--- config.mk ---
export PLATFORM = sky130hd
export DESIGN_NAME = inta_sequencer
export DESIGN_NICKNAME = d
export VERILOG_FILES = /design/src/rtl/pic_pkg.sv /design/src/rtl/isr_priority_scan.sv /design/src/rtl/inta_sequencer.sv
export SDC_FILE = /design/constraint.sdc
export NUM_CORES = 1
export LEC_CHECK = 0
export CORE_AREA = 4 4 104 106
export DETAILED_ROUTE_END_ITERATION = 8
export DIE_AREA = 0 0 108 110
export PLACE_DENSITY = 0.6
export RECOVER_POWER = 100
export SKIP_LAST_GASP = 1
export SLEW_MARGIN = 25
export SYNTH_ARGS = -nofsm -noshare
export SYNTH_HDL_FRONTEND = slang
export SYNTH_SLANG_ARGS = --single-unit
--- constraint.sdc ---
create_clock -name clk -period 5.6 [get_ports clk]
set_clock_uncertainty 0.15 [all_clocks]
set_input_delay 1.12 -clock clk [delete_from_list [all_inputs] [get_ports clk]]
set_output_delay 1.12 -clock clk [all_outputs]
set_load 0.03 [all_outputs]
--- src/rtl/pic_pkg.sv ---
// Shared types and helpers for the 8259A-style interrupt controller.
// Latency: none (types, constants and pure functions only).
// Backpressure: not applicable.
package pic_pkg;

  localparam int NUM_LEVELS = 8;

  // Level reported to the CPU when INTA arrives with no request pending.
  localparam logic [2:0] SPURIOUS_LEVEL = 3'd7;

  typedef enum logic [1:0] {
    IDLE,
    REQ,
    ACK1,
    ACK2
  } state_t;

  // Encodes a one-hot request to its level; an empty vector maps to the
  // spurious level so callers get the right answer without a special case.
  function automatic logic [2:0] onehot_to_level(input logic [7:0] oh);
    logic [2:0] lvl;
    lvl = SPURIOUS_LEVEL;
    for (int i = NUM_LEVELS - 1; i >= 0; i--) begin
      if (oh[i]) lvl = 3'(i);
    end
    return lvl;
  endfunction

  function automatic logic [7:0] level_to_onehot(input logic [2:0] lvl);
    return 8'b0000_0001 << lvl;
  endfunction

endpackage

--- src/rtl/isr_priority_scan.sv ---
// Finds the highest-priority in-service level under the current rotation.
// Latency: combinational.
// Backpressure: none.
module isr_priority_scan
  import pic_pkg::*;
(
  input  logic [7:0] isr,
  input  logic [7:0] highest_level_in_service,
  output logic       found,
  output logic [2:0] level
);

  logic [2:0] start;

  // Scan upward from the level just after the lowest-priority marker,
  // wrapping mod 8; with no marker, level 0 is the highest priority.
  always_comb begin
    start = (highest_level_in_service == 8'h00) ? 3'd0
          : onehot_to_level(highest_level_in_service) + 3'd1;
    found = |isr;
    level = 3'd0;
    for (int i = NUM_LEVELS - 1; i >= 0; i--) begin
      if (isr[start + 3'(i)]) level = start + 3'(i);
    end
  end

endmodule

--- src/rtl/inta_sequencer.sv ---
// INT/INTA handshake sequencer with in-service register and EOI handling.
// Latency: INT one cycle after a request; ISR/clear_irr and vector one cycle after each INTA edge.
// Backpressure: none; the CPU paces the handshake through intack.
module inta_sequencer
  import pic_pkg::*;
(
  input  logic       clk,
  input  logic       reset,
  input  logic [7:0] interrupt,
  input  logic       intack,
  input  logic [4:0] vector_base,
  input  logic       auto_eoi,
  input  logic       auto_rotate,
  input  logic       eoi_valid,
  input  logic       eoi_specific,
  input  logic       eoi_rotate,
  input  logic [2:0] eoi_level,
  output logic       int_out,
  output logic [7:0] clear_irr,
  output logic [7:0] isr,
  output logic [7:0] highest_level_in_service,
  output logic [7:0] vector_out,
  output logic       vector_valid
);

  state_t     state;
  logic       intack_q;
  logic [2:0] level_q;
  logic       spurious_q;

  logic       ack_edge;
  logic       take_ack;
  logic       finish_ack;
  logic       scan_found;
  logic [2:0] scan_level;
  logic [7:0] isr_clr;
  logic [7:0] isr_set;
  logic [7:0] hlis_nxt;

  assign ack_edge   = intack & ~intack_q;
  assign take_ack   = (state == REQ)  && ack_edge;
  assign finish_ack = (state == ACK1) && ack_edge;

  isr_priority_scan u_scan (
    .isr                      (isr),
    .highest_level_in_service (highest_level_in_service),
    .found                    (scan_found),
    .level                    (scan_level)
  );

  // Gather this cycle's ISR clears/sets and the next rotation marker;
  // an explicit EOI rotation overrides an auto-EOI rotation in the same cycle.
  always_comb begin
    isr_clr  = 8'h00;
    isr_set  = 8'h00;
    hlis_nxt = highest_level_in_service;
    if (finish_ack && auto_eoi && !spurious_q) begin
      isr_clr = isr_clr | level_to_onehot(level_q);
      if (auto_rotate) hlis_nxt = level_to_onehot(level_q);
    end
    if (eoi_valid) begin
      if (eoi_specific) begin
        isr_clr = isr_clr | level_to_onehot(eoi_level);
        if (eoi_rotate) hlis_nxt = level_to_onehot(eoi_level);
      end else if (scan_found) begin
        isr_clr = isr_clr | level_to_onehot(scan_level);
        if (eoi_rotate) hlis_nxt = level_to_onehot(scan_level);
      end
    end
    if (take_ack && interrupt != 8'h00) begin
      isr_set = level_to_onehot(onehot_to_level(interrupt));
    end
  end

  // Handshake FSM with registered INT, IRR-clear pulse and vector outputs.
  always_ff @(posedge clk) begin
    if (reset) begin
      state        <= IDLE;
      intack_q     <= 1'b0;
      level_q      <= SPURIOUS_LEVEL;
      spurious_q   <= 1'b0;
      int_out      <= 1'b0;
      clear_irr    <= 8'h00;
      vector_out   <= 8'h00;
      vector_valid <= 1'b0;
    end else begin
      intack_q  <= intack;
      clear_irr <= 8'h00;
      case (state)
        IDLE: begin
          if (interrupt != 8'h00) begin
            state   <= REQ;
            int_out <= 1'b1;
          end
        end
        REQ: begin
          // An INTA edge wins over a withdrawn request: that is the spurious path.
          if (ack_edge) begin
            state      <= ACK1;
            level_q    <= onehot_to_level(interrupt);
            spurious_q <= (interrupt == 8'h00);
            if (interrupt != 8'h00) begin
              clear_irr <= level_to_onehot(onehot_to_level(interrupt));
            end
          end else if (interrupt == 8'h00) begin
            state   <= IDLE;
            int_out <= 1'b0;
          end
        end
        ACK1: begin
          if (ack_edge) begin
            state        <= ACK2;
            int_out      <= 1'b0;
            vector_out   <= {vector_base, level_q};
            vector_valid <= 1'b1;
          end
        end
        ACK2: begin
          if (!intack) begin
            state        <= IDLE;
            vector_valid <= 1'b0;
          end
        end
        default: state <= IDLE;
      endcase
    end
  end

  // In-service register and rotation marker; a set beats a clear on the same bit.
  always_ff @(posedge clk) begin
    if (reset) begin
      isr                      <= 8'h00;
      highest_level_in_service <= 8'h00;
    end else begin
      isr                      <= (isr & ~isr_clr) | isr_set;
      highest_level_in_service <= hlis_nxt;
    end
  end

endmodule
# Word-level counts from Yosys, hierarchy flattened
# Cells that the tools add are included.
# op_classes
addsub	8
eq_ne	9
muxes	70
n_shift	5
bitwise	10
reduce_logical	19
order_cmp	8
# ops
cell	count
$mux W8	12
$mux W3	24
$shl A1 B3 Y8 const A	5
$lt A3 B4 Y1 const B	8
$bmux W1 S3	8
$or A8 B8 Y8	3
$logic_not A8 Y1	2
$mux W1	16
$mux W2	7
$add A3 B3 Y3 const B	4
$and A8 B8 Y8	1
$ne A2 B2 Y1 const B	4
$not A8 Y8	1
$pmux W2 S4	1
$reduce_bool A8 Y1	1
$reduce_or A8 Y1	1
$add A3 B1 Y3 const B	2
$add A3 B2 Y3 const B	2
$logic_and A1 B1 Y1	5
$reduce_and A5 Y1	1
$eq A2 B2 Y1 const B	2
$not A1 Y1	4
$reduce_and A2 Y1	2
$reduce_and A4 Y1	1
other kinds (12)	12
# word_totals
elab_cells	139
input_bits	24
reg_bits	41

# Logic depth before layout (Yosys ltp)
# Gate-level depths: netlist of the first run.
# logic_depth
depth_word	28
mapped_depth	19

# Modules after synthesis
# Synthesis of the first run repeated with hierarchy kept, for this count alone.
# hier_totals
cells_unflattened	388
area_unflattened_um2	3161.8
# by_module_without_submodules
mod	area_per_inst_um2	cells_per_inst	n_inst
inta_sequencer	2127.0	251	1
isr_priority_scan	1034.7	137	1

# Worst setup path after synthesis of the first run
# OpenSTA, ideal clock, no wires.
# synth_path
kind	register -> register
from	reg highest_level_in_service[2]
to	reg isr[0]
arrival_time_ns	4.315
period_less_slack_ns	4.584
stages_incl_launch_ff	18
required_ns	5.330
setup_ns	0.120
path_buffers	3
slack_ns	1.016
path_cell_list	dfxtp_1 buf_6 inv_2 a221oi_4 buf_4 nor2_1 ha_1 o21ai_2 clkbuf_1 ha_1 or4_1 nand4_2 mux4_2 a221oi_1 o311ai_2 nand3_1 a31oi_1 a211o_1
# synth_via
elab_chain_len	24
# synth_rtl
element	line	source
start, declared	inta_sequencer.sv:21	output logic [7:0] highest_level_in_service,
start signal, assigned	inta_sequencer.sv:136	highest_level_in_service <= hlis_nxt;
$mux W3 (3 in series)	pic_pkg.sv:24	if (oh[i]) lvl = 3'(i);
$add A3 B1 Y3	isr_priority_scan.sv:19	: onehot_to_level(highest_level_in_service) + 3'd1;
$mux W3 *	isr_priority_scan.sv:18	start = (highest_level_in_service == 8'h00) ? 3'd0
$add A3 B3 Y3	isr_priority_scan.sv:23	if (isr[start + 3'(i)]) level = start + 3'(i);
$bmux W1 S3	isr_priority_scan.sv:23	
$mux W1 (implied by the code)	isr_priority_scan.sv:23	
$mux W3 (7 in series)	isr_priority_scan.sv:23	
$mux W3 *	isr_priority_scan.sv:23	
$shl A1 B3 Y8 *	pic_pkg.sv:30	return 8'b0000_0001 << lvl;
$or A8 B8 Y8 *	inta_sequencer.sv:66	isr_clr = isr_clr | level_to_onehot(scan_level);
$mux W8 *	inta_sequencer.sv:65	end else if (scan_found) begin
$mux W8 *	inta_sequencer.sv:62	if (eoi_specific) begin
$mux W8 *	inta_sequencer.sv:61	if (eoi_valid) begin
$not A8 Y8 *	inta_sequencer.sv:135	isr <= (isr & ~isr_clr) | isr_set;
$and A8 B8 Y8 *	inta_sequencer.sv:135	
$or A8 B8 Y8 *	inta_sequencer.sv:135	
end signal, assigned	inta_sequencer.sv:135	
end, declared	inta_sequencer.sv:20	output logic [7:0] isr,
# Every way passes the cells marked *; elsewhere a longest branch is shown, timed or not. The select of a mux whose other input is x is not followed.
# A chain may end at the register's enable or synchronous reset.

# Worst setup path after layout of the first run
# layout_path
from	reg highest_level_in_service[2]
to	reg isr[5]
# Same word-level chain as after synthesis.

==> run metrics, run 1 <==
cts hold-fix bufs=0; routed len/inst=17.9 um; Slew Limit Fails=0; TritonRoute pass-1 iters=5; total CTS buffers=5; Finished Core Util=42.4%; PortBufs=57; initial antenna violation count=0; fin crit period=5.09 ns; Initial Util=34.9%; ys flop type=dfxtp_1; DR iter-0 viols=272; post-synthesis area per instance=7.62 um2; asr flop ratio synth=0%; Sw Share=39.3%; MaxCap Viol Count=0; Comb pwr share=40.9%; Reg2Reg Setup Slack=0.51 ns; count leader, synth=nand2_1; Final Hold Vio Count=0; most used cell, CP=ha_1; post-synthesis sequential area ratio=24.0%; #FFs+latches synth=41; pin count of the biggest net entering global routing=24; Diodes inserted=0; PwrDens=231 mW/mm2; Crit path largest cell delay=0.55 ns; Buf/Inv on CP=2; largest cells by area after synthesis=dfxtp_1, a21oi_1, nand2_1, nor2_1, ha_1; LEAKAGE=1.52 nW; CP endpoint kind=register; CTS tree=yes; Worst-path clk slew=0.09 ns; vias in the first global route=3,519; worst-path fanout max=14; Int Pwr=582 uW; FMAX=196 MHz; critical-path cell list=inv_2 > a221oi_4 > nor2_1 > ha_1 > o21ai_2 > inv_1 > ha_1 > or4_4 > nand4_4 > mux2i_1 > mux2i_4 > or2_1 > a31o_2 > and4b_4 > and3_1 > o31ai_2; clock latency on the worst-skew pair=0.30 ns; global-route wire length before repair=17.9 mm; dpl ws=0.729 ns; share of cells above drive strength 1=6.12%; final WL=11.1 mm; crit path kind=register to register; clock buffer depth=2; Worst-Margin Slew=0.800 ns; core area=0.00977 mm2; Final ANT Viol Nets=0; # DRC=0; Mapped Cells=448; Die Ht=110 um; Synth warnings=0; Post CTS Setup Buffer Count=0; die area=0.0119 mm2; Sw Pwr=377 uW; post-DP HPWL=8.62 mm; Filler Cell Count=1,042; H-tree Lvls=2; CP required=5.65 ns; gr ovfl total=0; GPL Wtd Cong=0.952; Synth Cell Area=0.00341 mm2; nets=521; crit share post-route=91.0%; boundary pin count=58; synth unique cells=76; Crit path max-delay family=simple AND/OR/NAND/NOR gates; clk sink count=41; DR vias/cell=5.89; Layout area overhead=21.5%; Die Wd=108 um; CP arrival=5.15 ns; status=finished clean; type of the most critical hold path=register to register; row count=36; commonest cells in the netlist=nand2_1, nor2_1, dfxtp_1, a21oi_1, clkbuf_1; Crit-path slowest cell=a221oi_4; Root Buffer=clkbuf_8; Resized Gates After CTS=0; Slew headroom=45.8%; Yosys top cell area share=24.0%; VDD IR max=0.000126 V; RSZ-0062 raised after global routing=no; routed vias=3,667; post-synth top area cell=dfxtp_1; final setup fails=0; CP startpoint kind=register; setup TNS=0 ns; EDFF count, synth=0; Syn Nets=480; GRT Total Usage=18.7%; worst setup margin=0.505 ns; Clock Power Share=25.4%; Sequential Power Share=33.7%
layout by cell type (no fill, tap or decap), types with 12 or more instances in the layout:
cell and n:
a21oi_1 37, dlygate4sd3_1 37, nor2_1 43, clkdlybuf4s50_1 20, dfxtp_1 41, and2_1 13, nand2_1 49, nand2b_1 13
o21ai_0 18, inv_1 12
per-layer routing:
metal  track usage [%]  routed length (um)  vias to the layer above
met4              5.95                 269                        0
met5                 0                   0                        -
met1              23.2                4730                     1738
li1                  -                   -                     1773
met3              3.49                 736                       23
met2              32.8                5400                      133
per-stage QoR:
stage          std cells  cell area (um2)  power [mW]  hold slack, ns
6_report             623             4150       0.960           0.310
5_1_grt              623             4150        1.02           0.325
4_1_cts              623             4160       0.965           0.313
3_5_place_dp         615             4050       0.722           0.301
3_3_place_gp         615             4050       0.722           0.293
2_1_floorplan        448             3410       0.617           0.306
worst paths after layout:
path / start / to / cells past startpoint
min reg2reg: vector_out[6] / vector_out[6] / 2
min: vector_out[6] / vector_out[6] / 2
max reg2reg: highest_level_in_service[2] / isr[5] / 16
max: highest_level_in_service[2] / isr[5] / 16
flip-flops by register name (all words and copies together), names as in the netlist, named ones only:
name	flops
spurious_q	1
level_q	3
clear_irr	8
int_out	1
state	1
vector_out	8
vector_valid	1
intack_q	1
isr	8
highest_level_in_service	8
kinds of logic (layout without fill, tap and decap cells):
family	Yosys count	in the layout	share of synthesized area, %
compound gates	152	152	31.8
xor+xnor	1	1	0.257
fa+ha+maj	8	8	2.93
buf+inv	38	80	4.84
flops	41	41	24.0
mux	16	16	5.97
simple gates	192	192	30.2
layout make-up:
class                   instances  area [um2]  share of cell area [%]
clock buffers                   6        72.6                    1.75
clock inverters                 2        38.8                   0.935
inverters                      13        48.8                    1.18
multi-input cells             369        2420                    58.2
flip-flops and latches         41         821                    19.8
well taps                     133         166                    4.01
repair buffers                 59         586                    14.1
tightest hold or removal path: cells and delay by family (launching register included):
family | cells | cell delay [ns]
simple gates | 1 | 0.05
compound gates | 1 | 0.05
flops | 1 | 0.31
power by group through the flow:
stage | logic [mW] | registers, mW | clock network [mW]
floorplan | 0.288 | 0.329 | 0
global placement | 0.392 | 0.330 | 0
detailed placement | 0.392 | 0.330 | 0
CTS | 0.394 | 0.323 | 0.248
global route | 0.430 | 0.326 | 0.260
finish | 0.393 | 0.323 | 0.243
Power figures use the tool's default switching activity.
==> run 2, diff against run 1 <==
--- a/config.mk
+++ b/config.mk
@@ -5,10 +5,12 @@
 export SDC_FILE = /design/constraint.sdc
 export NUM_CORES = 1
 export LEC_CHECK = 0
+export CAP_MARGIN = 10
 export CORE_AREA = 4 4 104 106
+export CTS_BUF_LIST = sky130_fd_sc_hd__clkbuf_4
 export DETAILED_ROUTE_END_ITERATION = 8
 export DIE_AREA = 0 0 108 110
-export PLACE_DENSITY = 0.6
+export PLACE_DENSITY = 0.62
 export RECOVER_POWER = 100
 export SKIP_LAST_GASP = 1
 export SLEW_MARGIN = 25
==> constraint.sdc (replaced) <==
create_clock -name clk -period 4.3 [get_ports clk]
set_clock_uncertainty 0.15 [all_clocks]
set_input_delay 0.86 -clock clk [delete_from_list [all_inputs] [get_ports clk]]
set_output_delay 0.86 -clock clk [all_outputs]
set_load 0.03 [all_outputs]
==> run metrics, run 2 (synthesized netlist as in run 1, its figures left out) <==
Final ANT Viol Nets=0 (unchanged); CP required=4.40 ns (-1.25 ns); Die Ht=110 um (unchanged); routed len/inst=17.5 um (-1.9%); GRT Total Usage=18.9% (+0.16 points); clock buffer depth=2 (unchanged); global-route wire length before repair=18.1 mm (+1.0%); Filler Cell Count=986 (-5.4%); cts hold-fix bufs=0 (unchanged); Post CTS Setup Buffer Count=0 (unchanged); fin crit period=4.22 ns (-0.876 ns); pin count of the biggest net entering global routing=22 (-8.3%); most frequent cells in the layout=nand2_1, nor2_1, a21oi_1; post-DP HPWL=8.65 mm (+0.32%); share of cells above drive strength 1=11.4% (+5.3 points); hold depth=2 (unchanged); CTS tree=yes; setup TNS=0 ns (unchanged); final setup fails=0 (unchanged); PwrDens=291 mW/mm2 (+26%); DR vias/cell=5.88 (about the same); total CTS buffers=5 (unchanged); VDD IR max=0.000203 V (+61%); routed vias=3,724 (+1.6%); TritonRoute pass-1 iters=5 (unchanged); PortBufs=57 (unchanged); CP arrival=4.31 ns (-0.84 ns); DR iter-0 viols=280 (+2.9%); Worst-Margin Slew=0.838 ns (+0.0384 ns); worst-path fanout max=10 (-4); status=finished clean; hold_ws=0.308 ns (-0.00225 ns); FMAX=237 MHz (+21%); Layout Cells excl Fill=633 (+1.6%); Diodes inserted=0 (unchanged); Slew Limit Fails=0 (unchanged); crit path kind=register to register; Comb pwr share=45.3% (+4.4 points); # DRC=0 (unchanged); Reg2Reg Setup Slack=0.08 ns (-0.42 ns); LEAKAGE=1.53 nW (+0.91%); nets=531 (+1.9%); Sw Pwr=502 uW (+33%); final WL=11.1 mm (-0.34%); R2R depth=15 (-1); gr ovfl total=0 (unchanged); worst setup margin=0.0811 ns (-0.424 ns); Int Pwr=736 uW (+26%); Clock Power Share=20.9% (-4.5 points); placed cells=625 (+1.6%); Resized Gates After CTS=0 (unchanged); core area=0.00977 mm2 (unchanged); Root Buffer=clkbuf_4; commonest non-fill, non-tap cell in the layout=nand2_1; R2R Path Start=highest_level_in_service[2]; clk sink count=41 (unchanged); Slew headroom=43.2% (-2.6 points); crit share post-route=98.1% (+7.1 points); Worst-path clk slew=0.13 ns (+0.04 ns); placed inst area=0.00416 mm2 (+2.8%); boundary pin count=58 (unchanged); type of the most critical hold path=register to register; initial antenna violation count=0 (unchanged); Sequential Power Share=33.8% (about the same); Initial Util=34.9% (unchanged); H-tree Lvls=2 (unchanged); clock latency on the worst-skew pair=0.35 ns (+0.05 ns); vias in the first global route=3,630 (+3.2%); MaxCap Viol Count=0 (unchanged); Sw Share=40.6% (+1.2 points); dpl ws=0.150 ns (-0.579 ns); GPL Wtd Cong=0.924 (-2.9%); die area=0.0119 mm2 (unchanged); Worst R2R End=highest_level_in_service[2]; RSZ-0062 raised after global routing=yes; Design Area, Final=0.00426 mm2 (+2.7%); worst hold endpoint=vector_out[6]; Layout area overhead=24.8%; CP endpoint kind=register; hold_sp=vector_out[6]; CP startpoint kind=register; Die Wd=108 um (unchanged); Final Hold Vio Count=0 (unchanged); row count=36 (unchanged)
[run 2: cell count changes in the layout (fill, tap and decap cells not counted), moves of 2 or more]
cell / change
mux2i_1: -2
clkdlybuf4s50_1: +12
buf_4: +9
dlygate4sd3_1: -12
dfxtp_1: -5
dfxtp_4: +2
clkbuf_8: -5
clkbuf_4: +5
mux2i_2: +2
dfxtp_2: +3
[run 2: final cells by class]
type	instances	area [um2]	share of cell area [%]
well taps	133	166	3.91
clock buffers	5	37.5	0.881
clock inverters	3	46.3	1.09
repair buffers	69	657	15.4
multi-input cells	369	2470	58.0
inverters	13	48.8	1.15
flip-flops and latches	41	832	19.5
[run 2: worst max-delay path by stage]
stage	start	cells past startpoint	slack, ns	end
5_1_grt	highest_level_in_service[2]	15	-0.04	highest_level_in_service[7]
4_1_cts	highest_level_in_service[4]	15	0.12	isr[2]
6_report	highest_level_in_service[2]	15	0.08	highest_level_in_service[2]
3_3_place_gp	highest_level_in_service[4]	15	0.22	isr[2]
3_5_place_dp	highest_level_in_service[4]	15	0.15	isr[2]
2_1_floorplan	highest_level_in_service[2]	18	0.01	isr[2]
[run 2: through the flow]
| step | util [%] | power [mW] |
|---|---|---|
| after floorplan | - | 0.820 |
| after global placement | 42.6 | 0.962 |
| after detailed placement | 42.6 | 0.972 |
| after CTS | 43.4 | 1.23 |
| after global routing | 43.6 | 1.31 |
| final | 43.6 | 1.24 |
[run 2: per-layer routing]
layer | track usage, % | part of all wire [%]
met1 | 23.1 | 42
met2 | 32.1 | 48
met3 | 4.14 | 7.2
met4 | 7.84 | 2.8
met5 | 0 | 0
[run 2: power groups by stage]
stage / logic [mW] / clock network [mW] / registers (mW)
floorplan: 0.391 / 0 / 0.429
global placement: 0.536 / 0 / 0.427
detailed placement: 0.545 / 0 / 0.427
CTS: 0.548 / 0.266 / 0.419
global route: 0.604 / 0.281 / 0.421
finish: 0.561 / 0.259 / 0.418
[run 2: worst max-delay path, stage by stage (launching register included)]
cell and delay [ns]:
dfxtp_4 0.44, inv_2 0.08, a221oi_4 0.29, nor2_1 0.07, ha_1 0.34, o21ai_2 0.10, inv_2 0.05, ha_1 0.20
or4_4 0.54, nand4_4 0.17, mux2i_1 0.33, nor2_1 0.10, o21ai_0 0.43, and3_1 0.32, nand2_1 0.14, o32ai_1 0.34
